## src/rtl/router_ingress_arbiter.sv

```systemverilog
// rtl/router_ingress_arbiter.sv - wormhole round-robin ingress arbiter and shared buffer occupancy counter
//
// Shares one packet buffer write port among NUM_PORTS ingress ports. A
// round-robin winner is picked among ports presenting SOP, and the grant is
// held until the packet's EOP is accepted. Also owns the buffer occupancy
// counter.
//
// Optional feature: define ROUTER_ARB_TIMEOUT_EN to abort a lock whose owner
// has presented no flit for TIMEOUT cycles (pulses pkt_abort).
//
// Ports:
//   clk, rst_n                  clock (rising edge), asynchronous active-low reset
//   in_valid/in_sop/in_eop      per-port flit valid and packet qualifiers
//   in_data                     per-port flit data, port i at [i*DATA_W +: DATA_W]
//   in_ready                    per-port accept (transfer on valid & ready)
//   wr_en, wr_data              shared buffer write strobe and flit
//   grant_id                    granted (IDLE) or locked (LOCKED) port index
//   rd_pop                      egress removed one flit this cycle
//   count, full, empty          buffer occupancy and registered flags
//   busy                        a packet currently holds the lock
//   pkt_abort                   one-cycle pulse on lock timeout abort
module router_ingress_arbiter #(
   parameter int NUM_PORTS = 4,
   parameter int DATA_W    = 32,
   parameter int DEPTH     = 64,
   parameter int CNT_W     = 7,
   parameter int TIMEOUT   = 16,
   localparam int PTR_W    = $clog2(NUM_PORTS)
) (
   input  logic                        clk,
   input  logic                        rst_n,
   input  logic [NUM_PORTS-1:0]        in_valid,
   input  logic [NUM_PORTS-1:0]        in_sop,
   input  logic [NUM_PORTS-1:0]        in_eop,
   input  logic [NUM_PORTS*DATA_W-1:0] in_data,
   output logic [NUM_PORTS-1:0]        in_ready,
   output logic                        wr_en,
   output logic [DATA_W-1:0]           wr_data,
   output logic [PTR_W-1:0]            grant_id,
   input  logic                        rd_pop,
   output logic [CNT_W-1:0]            count,
   output logic                        full,
   output logic                        empty,
   output logic                        busy,
   output logic                        pkt_abort
);

   localparam logic [0:0] ST_IDLE   = 1'b0;
   localparam logic [0:0] ST_LOCKED = 1'b1;

   // Elaboration-time sanity check on the parameter set.
   if ((1 << CNT_W) <= DEPTH || TIMEOUT < 1) begin : g_bad_param
      $error("router_ingress_arbiter: CNT_W too small for DEPTH or TIMEOUT < 1");
   end

   logic [0:0]           state;
   logic [PTR_W-1:0]     rr_ptr;
   logic [PTR_W-1:0]     owner;
   logic [NUM_PORTS-1:0] elig;
   logic                 win_found;
   logic [PTR_W-1:0]     win_id;
   logic [PTR_W:0]       cand_w;
   logic [PTR_W-1:0]     cand;
   logic                 pop_eff;
   logic [CNT_W-1:0]     cnt_nxt;
   logic                 timeout_hit;

   // Round-robin search starting just after the last packet's port.
   always_comb begin
      elig      = in_valid & in_sop;
      win_found = 1'b0;
      win_id    = '0;
      cand_w    = '0;
      cand      = '0;
      for (int i = 1; i <= NUM_PORTS; i++) begin
         cand_w = {1'b0, rr_ptr} + (PTR_W+1)'(i);
         if (cand_w >= (PTR_W+1)'(NUM_PORTS))
            cand_w = cand_w - (PTR_W+1)'(NUM_PORTS);
         cand = cand_w[PTR_W-1:0];
         if (!win_found && elig[cand]) begin
            win_found = 1'b1;
            win_id    = cand;
         end
      end
   end

   // Grant outputs are combinational (zero-latency acceptance) and held
   // quiet while reset is asserted.
   always_comb begin
      in_ready = '0;
      wr_en    = 1'b0;
      grant_id = '0;
      if (rst_n) begin
         if (state == ST_IDLE) begin
            if (!full && win_found) begin
               in_ready[win_id] = 1'b1;
               wr_en            = 1'b1;
               grant_id         = win_id;
            end
         end else begin
            grant_id        = owner;
            in_ready[owner] = !full;
            wr_en           = in_valid[owner] & !full;
         end
      end
   end

   assign wr_data = rst_n ? in_data[int'(grant_id)*DATA_W +: DATA_W] : '0;
   assign busy    = (state == ST_LOCKED);

   // Occupancy: wr_en is already blocked when full, so count cannot pass DEPTH.
   always_comb begin
      pop_eff = rd_pop & (count != '0);
      cnt_nxt = count;
      if (wr_en && !pop_eff)
         cnt_nxt = count + CNT_W'(1);
      else if (pop_eff && !wr_en)
         cnt_nxt = count - CNT_W'(1);
   end

`ifdef ROUTER_ARB_TIMEOUT_EN
   localparam int STALL_W = $clog2(TIMEOUT + 1);

   logic [STALL_W-1:0] stall_cnt;
   logic               abort_q;

   // Cycles blocked only by a full buffer are not the owner's fault.
   assign timeout_hit = (state == ST_LOCKED) && !in_valid[owner] && !full &&
                        (stall_cnt == STALL_W'(TIMEOUT - 1));
   assign pkt_abort   = abort_q;

   always_ff @(posedge clk or negedge rst_n) begin
      if (!rst_n) begin
         stall_cnt <= '0;
         abort_q   <= 1'b0;
      end else begin
         abort_q <= timeout_hit;
         if (state != ST_LOCKED || in_valid[owner] || timeout_hit)
            stall_cnt <= '0;
         else if (!full)
            stall_cnt <= stall_cnt + STALL_W'(1);
      end
   end
`else
   assign timeout_hit = 1'b0;
   assign pkt_abort   = 1'b0;
`endif

   always_ff @(posedge clk or negedge rst_n) begin
      if (!rst_n) begin
         state  <= ST_IDLE;
         rr_ptr <= PTR_W'(NUM_PORTS - 1);
         owner  <= '0;
         count  <= '0;
         full   <= 1'b0;
         empty  <= 1'b1;
      end else begin
         count <= cnt_nxt;
         full  <= (cnt_nxt == CNT_W'(DEPTH));
         empty <= (cnt_nxt == '0);
         if (state == ST_IDLE) begin
            if (wr_en) begin
               if (in_eop[win_id]) begin
                  rr_ptr <= win_id;
               end else begin
                  state <= ST_LOCKED;
                  owner <= win_id;
               end
            end
         end else begin
            if (timeout_hit || (wr_en && in_eop[owner])) begin
               state  <= ST_IDLE;
               rr_ptr <= owner;
            end
         end
      end
   end

endmodule
```

## config.mk

```make
export PLATFORM = sky130hd
export DESIGN_NAME = router_ingress_arbiter
export DESIGN_NICKNAME = d
export VERILOG_FILES = /design/src/rtl/router_ingress_arbiter.sv
export SDC_FILE = /design/constraint.sdc
export NUM_CORES = 1
export LEC_CHECK = 0
export ABC_AREA = 1
export BUFFER_PORTS_ARGS = -buffer_cell sky130_fd_sc_hd__buf_2
export CORE_ASPECT_RATIO = 0.9
export CORE_MARGIN = 1.5
export CORE_UTILIZATION = 48
export CTS_BUF_LIST = sky130_fd_sc_hd__clkbuf_8
export CTS_CLUSTER_SIZE = 10
export DETAILED_ROUTE_END_ITERATION = 10
export PLACE_DENSITY = 0.89
export SLEW_MARGIN = 20
export SYNTH_ARGS = -nofsm -noshare
export SYNTH_HDL_FRONTEND = slang
export SYNTH_SLANG_ARGS = --single-unit
```

## constraint.sdc

```tcl
create_clock -name clk -period 7.7 [get_ports clk]
set_clock_uncertainty 0.2 [all_clocks]
set_input_delay 1.54 -clock clk [delete_from_list [all_inputs] [get_ports clk]]
set_output_delay 1.54 -clock clk [all_outputs]
set_load 0.005 [all_outputs]
```

==> results of run 1 <==
layout make-up:
cell class / count / area, um^2
Timing Repair Buffer: 191 / 955.9
Sequential cell: 14 / 354.1
Fill cell: 602 / 2128
Clock buffer: 4 / 55.05
Tap cell: 87 / 108.9
Inverter: 163 / 616.8
Multi-Input combinational cell: 408 / 1896
power groups by stage:
stage | combinational [mW] | sequential, mW | clock (mW)
floorplan | 0.801 | 0.136 | 0
global placement | 1.01 | 0.161 | 0
detailed placement | 1.02 | 0.161 | 0
CTS | 1.02 | 0.160 | 0.0749
global route | 1.17 | 0.168 | 0.0780
finish | 1.03 | 0.162 | 0.0726
per-stage QoR:
step / setup WS (ps) / cells / hold slack, ps
final: 1416 / 867 / 337.1
after global routing: 978.9 / 867 / 375.7
after CTS: 1406 / 867 / 335.4
after detailed placement: 1419 / 863 / 325.4
after global placement: 1490 / 863 / 317.9
after floorplan: 3033 / 613 / 362.2
worst max-delay path, cell delays in order:
cell	delay (ps)
buf_2	110
nand2_1	60
nand2_1	50
nand2_1	110
nand2_1	70
nand2_2	110
nand4_1	90
nand2_1	70
nand2_1	100
nand3_1	140
nand3_2	540
inv_2	980
nand2_1	130
nand3_1	150
a21oi_1	80
buf_2	170
cell usage after synthesis (3+ instances only):
| master | count |
|---|---|
| nand3_1 | 97 |
| inv_2 | 4 |
| o21ai_0 | 4 |
| a21oi_1 | 44 |
| xor2_1 | 4 |
| nand2_4 | 3 |
| ha_1 | 3 |
| dfstp_2 | 3 |
| clkbuf_1 | 10 |
| nor2_1 | 13 |
| nand2_1 | 204 |
| nand3_2 | 3 |
| buf_6 | 8 |
| buf_2 | 8 |
| nand4_1 | 10 |
| dfrtp_1 | 11 |
| nand2_2 | 6 |
| inv_1 | 158 |
flip-flops by register name, indices dropped and copies added, names as in the netlist:
| signal | cells |
|---|---|
| owner | 2 |
| full | 1 |
| rr_ptr | 2 |
| count | 7 |
| busy | 1 |
| empty | 1 |
logic make-up (layout without fill, tap and decap cells):
family                     count (synthesis)  count (layout)
adders and majority gates                  3               3
and+or+nand+nor                          342             342
DFF                                       14              14
xor gates and xnor gates                   4               4
AOI/OAI and AO/OA                         58              58
other                                      1               1
buffers and inverters                    191             358
placed cells by master, fill, tap and decap left out, drive strengths merged:
master and count:
a21oi 45, nor3 2, buf 191, clkbuf 4
a311oi 1, conb 1, xor2 4, nand4 10
nand3b 2, a31oi 1, o21a 1, o31ai 1
inv 162, ha 3, nand3 100, o22ai 2
a2111oi 1, a211oi 1, dfstp 3, nand2 213
clkinv 1, nor2 15, o21ai 5, dfrtp 11
routing by layer:
| metal | up-vias | global-route usage | wire length (um) |
|---|---|---|---|
| met4 | 0 | 0.08387 | 158 |
| met3 | 20 | 0.03996 | 810 |
| li1 | 2177 | - | - |
| met2 | 207 | 0.5287 | 5213 |
| met1 | 1865 | 0.3128 | 4137 |
| met5 | - | 0 | 0 |
final timing paths:
check | start | to | slack, ps | depth (start not counted)
setup / recovery | in_valid[0] | wr_data[14] | 1420 | 16
setup reg to reg | rr_ptr[0]$_DFFE_PN1P_ | rr_ptr[0]$_DFFE_PN1P_ | 4760 | 11
min in group asynchronous | rst_n | full$_DFF_PN0_ | 1010 | 1
hold / removal | rr_ptr[1]$_DFFE_PN1P_ | rr_ptr[1]$_DFFE_PN1P_ | 340 | 2
hold reg to reg | rr_ptr[1]$_DFFE_PN1P_ | rr_ptr[1]$_DFFE_PN1P_ | 340 | 2
max in group asynchronous | rst_n | rr_ptr[0]$_DFFE_PN1P_ | 5970 | 1
==> results.md, run 1 <==
- Final nets: 927
- Post-route setup TNS: 0 ps
- Type of the most critical hold path: flip-flop to flip-flop
- Clock Latency Late Sink: 240 ps
- Max clock buf depth: 2
- Adder-cell share of the synthesized area: 0.01231
- Setup bufs post-CTS: 0
- Post-synthesis mux area share: 0
- Max VDD drop: 0.2328 mV
- Post-Syn Instances: 613
- DR vias/cell: 4.924
- Clk root buf: clkbuf_8
- Synth area leader: nand2_1
- Diode count: 0
- Max Fclk: 0.1591 GHz
- DIE WIDTH: 87.02 um
- Final Max Tran Viols: 0
- Sequential fraction of the synthesis area: 0.1161
- Syn Nets: 759
- Post-synth ARST share: 1.000
- Run status: completed
- Leak Pwr: 2.713 nW
- Maxcap violations: 0
- H-tree depth: 1
- Initial antenna violation count: 0
- Synth Cell Area: 3049 um^2
- Via count: 4269
- Pint: 0.5196 mW
- Number of enable flip-flop cells after synthesis: 0
- Routability cong.: 0.9778
- Share of the synthesized area in the top cell type: 0.2511
- Pin count of the biggest net entering global routing: 66
- FF+latch count, synth: 14
- Port-buffer cells: 191
- Final Cell Area: 3986 um^2
- Placed standard-cell area: 3931 um^2
- Worst-path maximum fanout: 65
- Gr ovfl total: 0
- Clock slew at reported path FFs: 60 ps
- Tcrit/Tclk final: 0.8161
- DPL Wire Length: 8.029 mm
- Initial DRC count: 228
- Synth warnings: 0
- Starting Density: 0.4987
- Net Switching: 0.7489 mW
- Die height: 78.61 um
- First-pass DRT Iterations: 5
- Synth Area in Compound Gates: 0.1026
- Actual slew at the worst max-slew pin: 1128 ps
- Fin util: 0.6519
- Share of cells above drive strength 1: 0.2795
- FP Rows: 27
- Synthesis-to-layout area growth: 30.73%
- Post-route ant nets: 0
- Data arrival, critical path: 4540 ps
- Total power draw: 1.268 mW
- Setup CP Type: input pin to output port
- Overall routing resource usage: 0.2775
- First-pass GRT wire length: 15.70 mm
- Switching share of power: 0.5904
- Worst Path Required: 5960 ps
- Post-Synth Simple-Gate Area: 0.4941
- Synth Area in XOR/XNOR: 0.01149
- Largest cells by area after synthesis: nand2_1, inv_1, nand3_1, dfrtp_1, a21oi_1
- Final Hold Fails: 0
- DRC: 0
- CTS hold repair buffers: 0
- Core Area: 6115 um^2
- Worst slew margin: 0.2462
- Sequential share of power: 0.128
- Die area: 6840 um^2
- TritonCTS clock tree: yes
- Clock power share: 0.057
- Post-synthesis area per instance: 4.974 um^2
- CP endpoint kind: output port
- Top_reg_cell synth: dfrtp_1
- RSZ-0062 raised after global routing: no
- Combinational fraction of design power: 0.815
- Startpoint Class: input pin
- CTS sink cnt: 14
- Yosys cell types: 34
- Pwr dens: 318.2 nW/um^2
- Final min period: 6284 ps
- PostCTS Resize Cnt: 0
- Endpoints failing setup: 0
- Final wirelength: 10.32 mm
- Vias in the first global route: 3805
- I/O pin count: 193
- Largest family of logic cells by synthesized area: simple AND/OR/NAND/NOR gates
- Num CTS Buffers: 3
- Routed WL per cell: 11.90 um
(Power assumes the default switching activity.)
==> inputs of run 2 (changes only) <==
Settings changed: CORE_UTILIZATION 48 to 45, PLACE_DENSITY 0.89 to 0.84.
Clock period 7.7 ns to 6.2 ns, I/O delays scaled along.
==> run 2 against run 1 <==
Compared with the run above:
- via count shrank 0.59%
- register-to-register slack got worse by 1200 ps
- combinational power rose by 27%
- largest power group unchanged
- wire length is 1.2% higher
- non-clock buffer count increased by 2
- sequential power rose by 24%
- final cell count rose by 0.58%
==> results.md, run 2 (synthesis gave the netlist of run 1 again) <==
- Worst Path Required: 4760 ps (was 5960 ps)
- Endpoints failing setup: 0 (unchanged)
- First-pass GRT wire length: 16.22 mm (was 15.70 mm)
- H-tree depth: 1 (unchanged)
- Starting Density: 0.4654 (was 0.4987)
- Die area: 7279 um^2 (was 6840 um^2)
- Clock Latency Late Sink: 250 ps (was 240 ps)
- Max FFs per register: 7 (unchanged)
- Type of the most critical hold path: flip-flop to flip-flop (unchanged)
- Share of cells above drive strength 1: 0.2826 (was 0.2795)
- Maxcap violations: 0 (unchanged)
- Routed WL per cell: 11.97 um (was 11.90 um)
- First-pass DRT Iterations: 5 (unchanged)
- Crit path top cell by count: buf_2 (was nand2_1)
- FP Rows: 28 (was 27)
- Reg with most FFs: count (unchanged)
- TritonCTS clock tree: yes (unchanged)
- Diode count: 0 (unchanged)
- Top flop regs: count (7), owner (2), rr_ptr (2) (unchanged)
- Post-route setup TNS: 0 ps (unchanged)
- Final Hold Fails: 0 (unchanged)
- Hold Path Depth: 2 (unchanged)
- Pin count of the biggest net entering global routing: 66 (unchanged)
- Max clock buf depth: 2 (unchanged)
- Via count: 4244 (was 4269)
- Setup bufs post-CTS: 0 (unchanged)
- DRC: 0 (unchanged)
- Setup CP Type: input pin to output port (unchanged)
- Startpoint Class: input pin (unchanged)
- Max Fclk: 0.1891 GHz
- Num CTS Buffers: 3 (unchanged)
- CTS sink cnt: 14 (unchanged)
- Actual slew at the worst max-slew pin: 1010 ps (was 1128 ps)
- Initial antenna violation count: 0 (unchanged)
- Fin cells: 872 (was 867)
- Critical-path cell list: buf_2 -> clkinv_1 -> a21oi_1 -> nand2_2 -> inv_1 -> buf_2 (was buf_2 -> nand2_1 -> nand2_1 -> nand2_1 -> nand2_1 -> nand2_2 -> nand4_1 -> nand2_1 -> nand2_1 -> nand3_1 -> nand3_2 -> inv_2 -> nand2_1 -> nand3_1 -> a21oi_1 -> buf_2)
- Die height: 81.09 um (was 78.61 um)
- Worst slew margin: 0.3223 (was 0.2462)
- Final Max Tran Viols: 0 (unchanged)
- Gr ovfl total: 0 (unchanged)
- Final nets: 929 (was 927)
- Pwr dens: 399.6 nW/um^2 (was 318.2 nW/um^2)
- PostCTS Resize Cnt: 0 (unchanged)
- Initial DRC count: 267 (was 228)
- Clock slew at reported path FFs: 60 ps (about the same)
- Worst-path maximum fanout: 33 (was 65)
- Max VDD drop: 0.2540 mV (was 0.2328 mV)
- Run status: completed (unchanged)
- Final Cell Area: 4008 um^2 (was 3986 um^2)
- Placed standard-cell area: 3950 um^2 (was 3931 um^2)
- DP Worst Slack: 1076 ps (was 1419 ps)
- Synthesis-to-layout area growth: 31.43% (was 30.73%)
- Port-buffer cells: 191 (unchanged)
- Data arrival, critical path: 3850 ps (was 4540 ps)
- Final wirelength: 10.44 mm (was 10.32 mm)
- RSZ-0062 raised after global routing: no (unchanged)
- I/O pin count: 193 (unchanged)
- CTS hold repair buffers: 0 (unchanged)
- CP endpoint kind: output port (unchanged)
- Vias in the first global route: 3618 (was 3805)
- Post-route ant nets: 0 (unchanged)
- DPL Wire Length: 8.049 mm (was 8.029 mm)
- Commonest non-fill, non-tap cell in the layout: nand2_1 (unchanged)
- Most frequent cells in the layout: nand2_1, buf_2, inv_1 (unchanged)
- Slowest CP cell: clkinv_1 (was inv_2)
- Reg2reg path depth: 11 (unchanged)
- Routability cong.: 0.8863 (was 0.9778)
- Final min period: 5289 ps
- Core Area: 6551 um^2 (was 6115 um^2)
- Leak Pwr: 2.722 nW (was 2.713 nW)
- CP max stage delay: 900 ps (was 980 ps)
- Placed cells: 868 (was 863)
- DR vias/cell: 4.867 (was 4.924)
- Final worst setup slack: 910.6 ps (was 1416 ps)
- Clk root buf: clkbuf_8 (unchanged)
- DIE WIDTH: 89.77 um (was 87.02 um)
- Tcrit/Tclk final: 0.8531
- Overall routing resource usage: 0.2632 (was 0.2775)
- Fill cell count: 665 (was 602)
==> run 2: cell count changes in the layout (fill, tap and decap cells not counted) <==
cell     delta
buf_4       +2
nand2_1     -1
nand2_2     +1
==> run 2: critical path: cells and delay by family <==
family          cells  cell delay (ps)
buf+inv             4             1550
simple gates        1              260
compound gates      1              780
==> run 2: power by group <==
part / total (mW) / internal, mW / switching [mW]
clock network: 0.0902 / 0.0562 / 0.0340
registers: 0.201 / 0.135 / 0.0664
logic: 1.31 / 0.458 / 0.853
total: 1.60 / 0.648 / 0.953
==> run 2: metrics by stage <==
step                  util  hold slack [ps]  power [mW]
finish              0.6117            341.7       1.601
global route        0.6117            368.7       1.778
CTS                 0.6113            332.8       1.585
detailed placement  0.6029            322.7       1.490
global placement    0.6029            316.7       1.465
floorplan                -            362.2       1.163
==> run 2: final cells by class <==
| cell class | count | area [um^2] | area share |
|---|---|---|---|
| multi-input cells | 408 | 1898 | 0.4736 |
| inverters | 163 | 616.8 | 0.1539 |
| repair buffers | 193 | 970.9 | 0.2423 |
| clock buffers | 4 | 55.05 | 0.01374 |
| flip-flops and latches | 14 | 354.1 | 0.08835 |
| well taps | 90 | 112.6 | 0.02810 |
==> run 2: worst paths after layout <==
check	from	end	slack [ps]
min	rr_ptr[1]$_DFFE_PN1P_	rr_ptr[1]$_DFFE_PN1P_	340
max	rst_n	wr_en	910
min reg2reg	rr_ptr[1]$_DFFE_PN1P_	rr_ptr[1]$_DFFE_PN1P_	340
max in group asynchronous	rst_n	empty$_DFF_PN1_	4760
max reg2reg	rr_ptr[0]$_DFFE_PN1P_	rr_ptr[0]$_DFFE_PN1P_	3580
min in group asynchronous	rst_n	owner[0]$_DFFE_PN0P_	720
==> run 2: per-layer routing <==
layer | vias up | GRT usage | share of wire
li1 | 2184 | - | -
met5 | - | 0 | 0
met3 | 14 | 0.04120 | 0.073
met1 | 1848 | 0.3230 | 0.42
met2 | 198 | 0.4985 | 0.50
met4 | 0 | 0.04127 | 0.011
==> inputs of run 3 (changes only) <==
Settings changed: MAX_ROUTING_LAYER set to met4.
==> run 3 against run 2 <==
Compared with the run above:
- worst setup slack better by 260 ps
- fmax up 5.1%
- utilization up 0.23 points
- sequential cell count unchanged
- critical path depth up 9
- clock-buffer cell count unchanged
- die area unchanged
- wire length down 1.4%
- final cell count up 0.23%
- sequential share of layout area about the same
- critical path type unchanged
- largest cell class unchanged
- highest routed layer unchanged
==> results.md, run 3 (synthesis gave the netlist of run 1 again) <==
- Maxcap violations: 0 (unchanged)
- Max FFs per register: 7 (unchanged)
- Pwr dens: 396.6 nW/um^2 (was 399.6 nW/um^2)
- Worst-path maximum fanout: 34 (was 33)
- Synthesis-to-layout area growth: 31.92% (was 31.43%)
- Sequential share of power: 0.127 (was 0.126)
- Net Switching: 0.9440 mW (was 0.9529 mW)
- Die height: 81.09 um (unchanged)
- Routability cong.: 0.9627 (was 0.8863)
- Pin count of the biggest net entering global routing: 66 (unchanged)
- Startpoint Class: input pin (unchanged)
- Worst slew margin: 0.5599 (was 0.3223)
- PostCTS Resize Cnt: 0 (unchanged)
- Vias in the first global route: 3685 (was 3618)
- Setup CP Type: input pin to output port (unchanged)
- Port-buffer cells: 191 (unchanged)
- First-pass DRT Iterations: 5 (unchanged)
- Setup bufs post-CTS: 0 (unchanged)
- Tcrit/Tclk final: 0.8120 (was 0.8531)
- Die area: 7279 um^2 (unchanged)
- Type of the most critical hold path: flip-flop to flip-flop (unchanged)
- FP Rows: 28 (unchanged)
- Routed WL per cell: 11.77 um (was 11.97 um)
- Leak Pwr: 2.736 nW (was 2.722 nW)
- Diode count: 0 (unchanged)
- Final wirelength: 10.29 mm (was 10.44 mm)
- Post-route ant nets: 0 (unchanged)
- First-pass GRT wire length: 16.06 mm (was 16.22 mm)
- CTS hold repair buffers: 0 (unchanged)
- Max VDD drop: 0.2815 mV (was 0.2540 mV)
- Multi-input gate area: 1898 um^2 (unchanged)
- DIE WIDTH: 89.77 um (unchanged)
- Final nets: 931 (was 929)
- Sequential cell area: 354.1 um^2 (unchanged)
- Data arrival, critical path: 3590 ps (was 3850 ps)
- Final min period: 5034 ps (was 5289 ps)
- Commonest non-fill, non-tap cell in the layout: nand2_1 (unchanged)
- Core Area: 6551 um^2 (unchanged)
- H-tree depth: 1 (unchanged)
- Max Fclk: 0.1986 GHz (was 0.1891 GHz)
- Share of cells above drive strength 1: 0.2844 (was 0.2826)
- CTS sink cnt: 14 (unchanged)
- Gr ovfl total: 0 (unchanged)
- Clk root buf: clkbuf_8 (unchanged)
- Worst Path Required: 4760 ps (about the same)
- DR vias/cell: 4.862 (was 4.867)
- Top flop regs: count (7), owner (2), rr_ptr (2) (unchanged)
- Max clock buf depth: 2 (unchanged)
- Fin cells: 874 (was 872)
- Run status: completed (unchanged)
- Final Hold Fails: 0 (unchanged)
- Final worst setup slack: 1166 ps (was 910.6 ps)
- Starting Density: 0.4654 (unchanged)
- CP endpoint kind: output port (unchanged)
- Switching share of power: 0.5918 (was 0.5951)
- Fill cell count: 660 (was 665)
- Final Max Tran Viols: 0 (unchanged)
- Placed cells: 870 (was 868)
- Clock Latency Late Sink: 240 ps (was 250 ps)
- DPL Wire Length: 8.058 mm (was 8.049 mm)
- Overall routing resource usage: 0.2696 (was 0.2632)
- Combinational fraction of design power: 0.817 (was 0.818)
- Endpoints failing setup: 0 (unchanged)
- Initial antenna violation count: 0 (unchanged)
- Post-route setup TNS: 0 ps (unchanged)
- Via count: 4249 (was 4244)
- DRC: 0 (unchanged)
- Initial DRC count: 226 (was 267)
- Pint: 0.6512 mW (was 0.6484 mW)
- Clock slew at reported path FFs: 60 ps (about the same)
- Reg with most FFs: count (unchanged)
- Clock power share: 0.056 (about the same)
- I/O pin count: 193 (unchanged)
- RSZ-0062 raised after global routing: no (unchanged)
- DP Worst Slack: 1200 ps (was 1076 ps)
- Num CTS Buffers: 3 (unchanged)
- Actual slew at the worst max-slew pin: 657.9 ps (was 1010 ps)
- Most frequent cells in the layout: nand2_1, buf_2, inv_1 (unchanged)
- TritonCTS clock tree: yes (unchanged)
run 3: worst paths after layout:
kind	startpoint	slack, ps	end	depth (start not counted)
setup / recovery	in_valid[3]	1170	wr_data[16]	15
hold / removal	rr_ptr[1]$_DFFE_PN1P_	340	rr_ptr[1]$_DFFE_PN1P_	2
setup reg to reg	owner[1]$_DFFE_PN0P_	3570	empty$_DFF_PN1_	13
hold reg to reg	rr_ptr[1]$_DFFE_PN1P_	340	rr_ptr[1]$_DFFE_PN1P_	2
max in group asynchronous	rst_n	4780	rr_ptr[1]$_DFFE_PN1P_	1
min in group asynchronous	rst_n	710	full$_DFF_PN0_	1
run 3: per-layer routing:
| metal | GRT usage | part of all wire | vias up |
|---|---|---|---|
| li1 | - | - | 2182 |
| met4 | 0.05238 | 0.015 | 0 |
| met1 | 0.3292 | 0.42 | 1864 |
| met2 | 0.4901 | 0.50 | 185 |
| met3 | 0.02809 | 0.069 | 18 |
| met5 | - | 0 | - |
run 3: through the flow:
stage                     utilization  hold slack (ps)  area (um^2)  power (mW)
after floorplan                     -            362.2         3049       1.163
after global placement         0.6052            327.8         3965       1.480
after detailed placement       0.6052            333.6         3965       1.499
after CTS                      0.6136            342.0         4020       1.594
after global routing           0.6140            366.3         4023       1.782
final                          0.6140            336.8         4023       1.595
run 3: area by class of cell:
class | count | share of cell area
repair buffers | 195 | 0.2451
flip-flops and latches | 14 | 0.08802
multi-input cells | 408 | 0.4719
inverters | 163 | 0.1533
well taps | 90 | 0.02799
clock buffers | 4 | 0.01369
run 3: power groups by stage:
stage                     clock network, mW  logic (mW)  registers, mW
after floorplan                           0       0.995          0.168
after global placement                    0        1.28          0.201
after detailed placement                  0        1.30          0.201
after CTS                            0.0918        1.30          0.200
after global routing                 0.0956        1.48          0.208
final                                0.0893        1.30          0.202
run 3: worst max-delay path: stages:
cell and delay (ps):
buf_2 100, nand3_1 130, nand3_1 140, nand2_2 90, nand3_1 90, nand2_1 60, nor2_2 190, nor2_1 100
a21oi_2 180, nor2_4 40, buf_4 240, inv_2 460, nand3_1 160, a21oi_1 210, buf_2 140
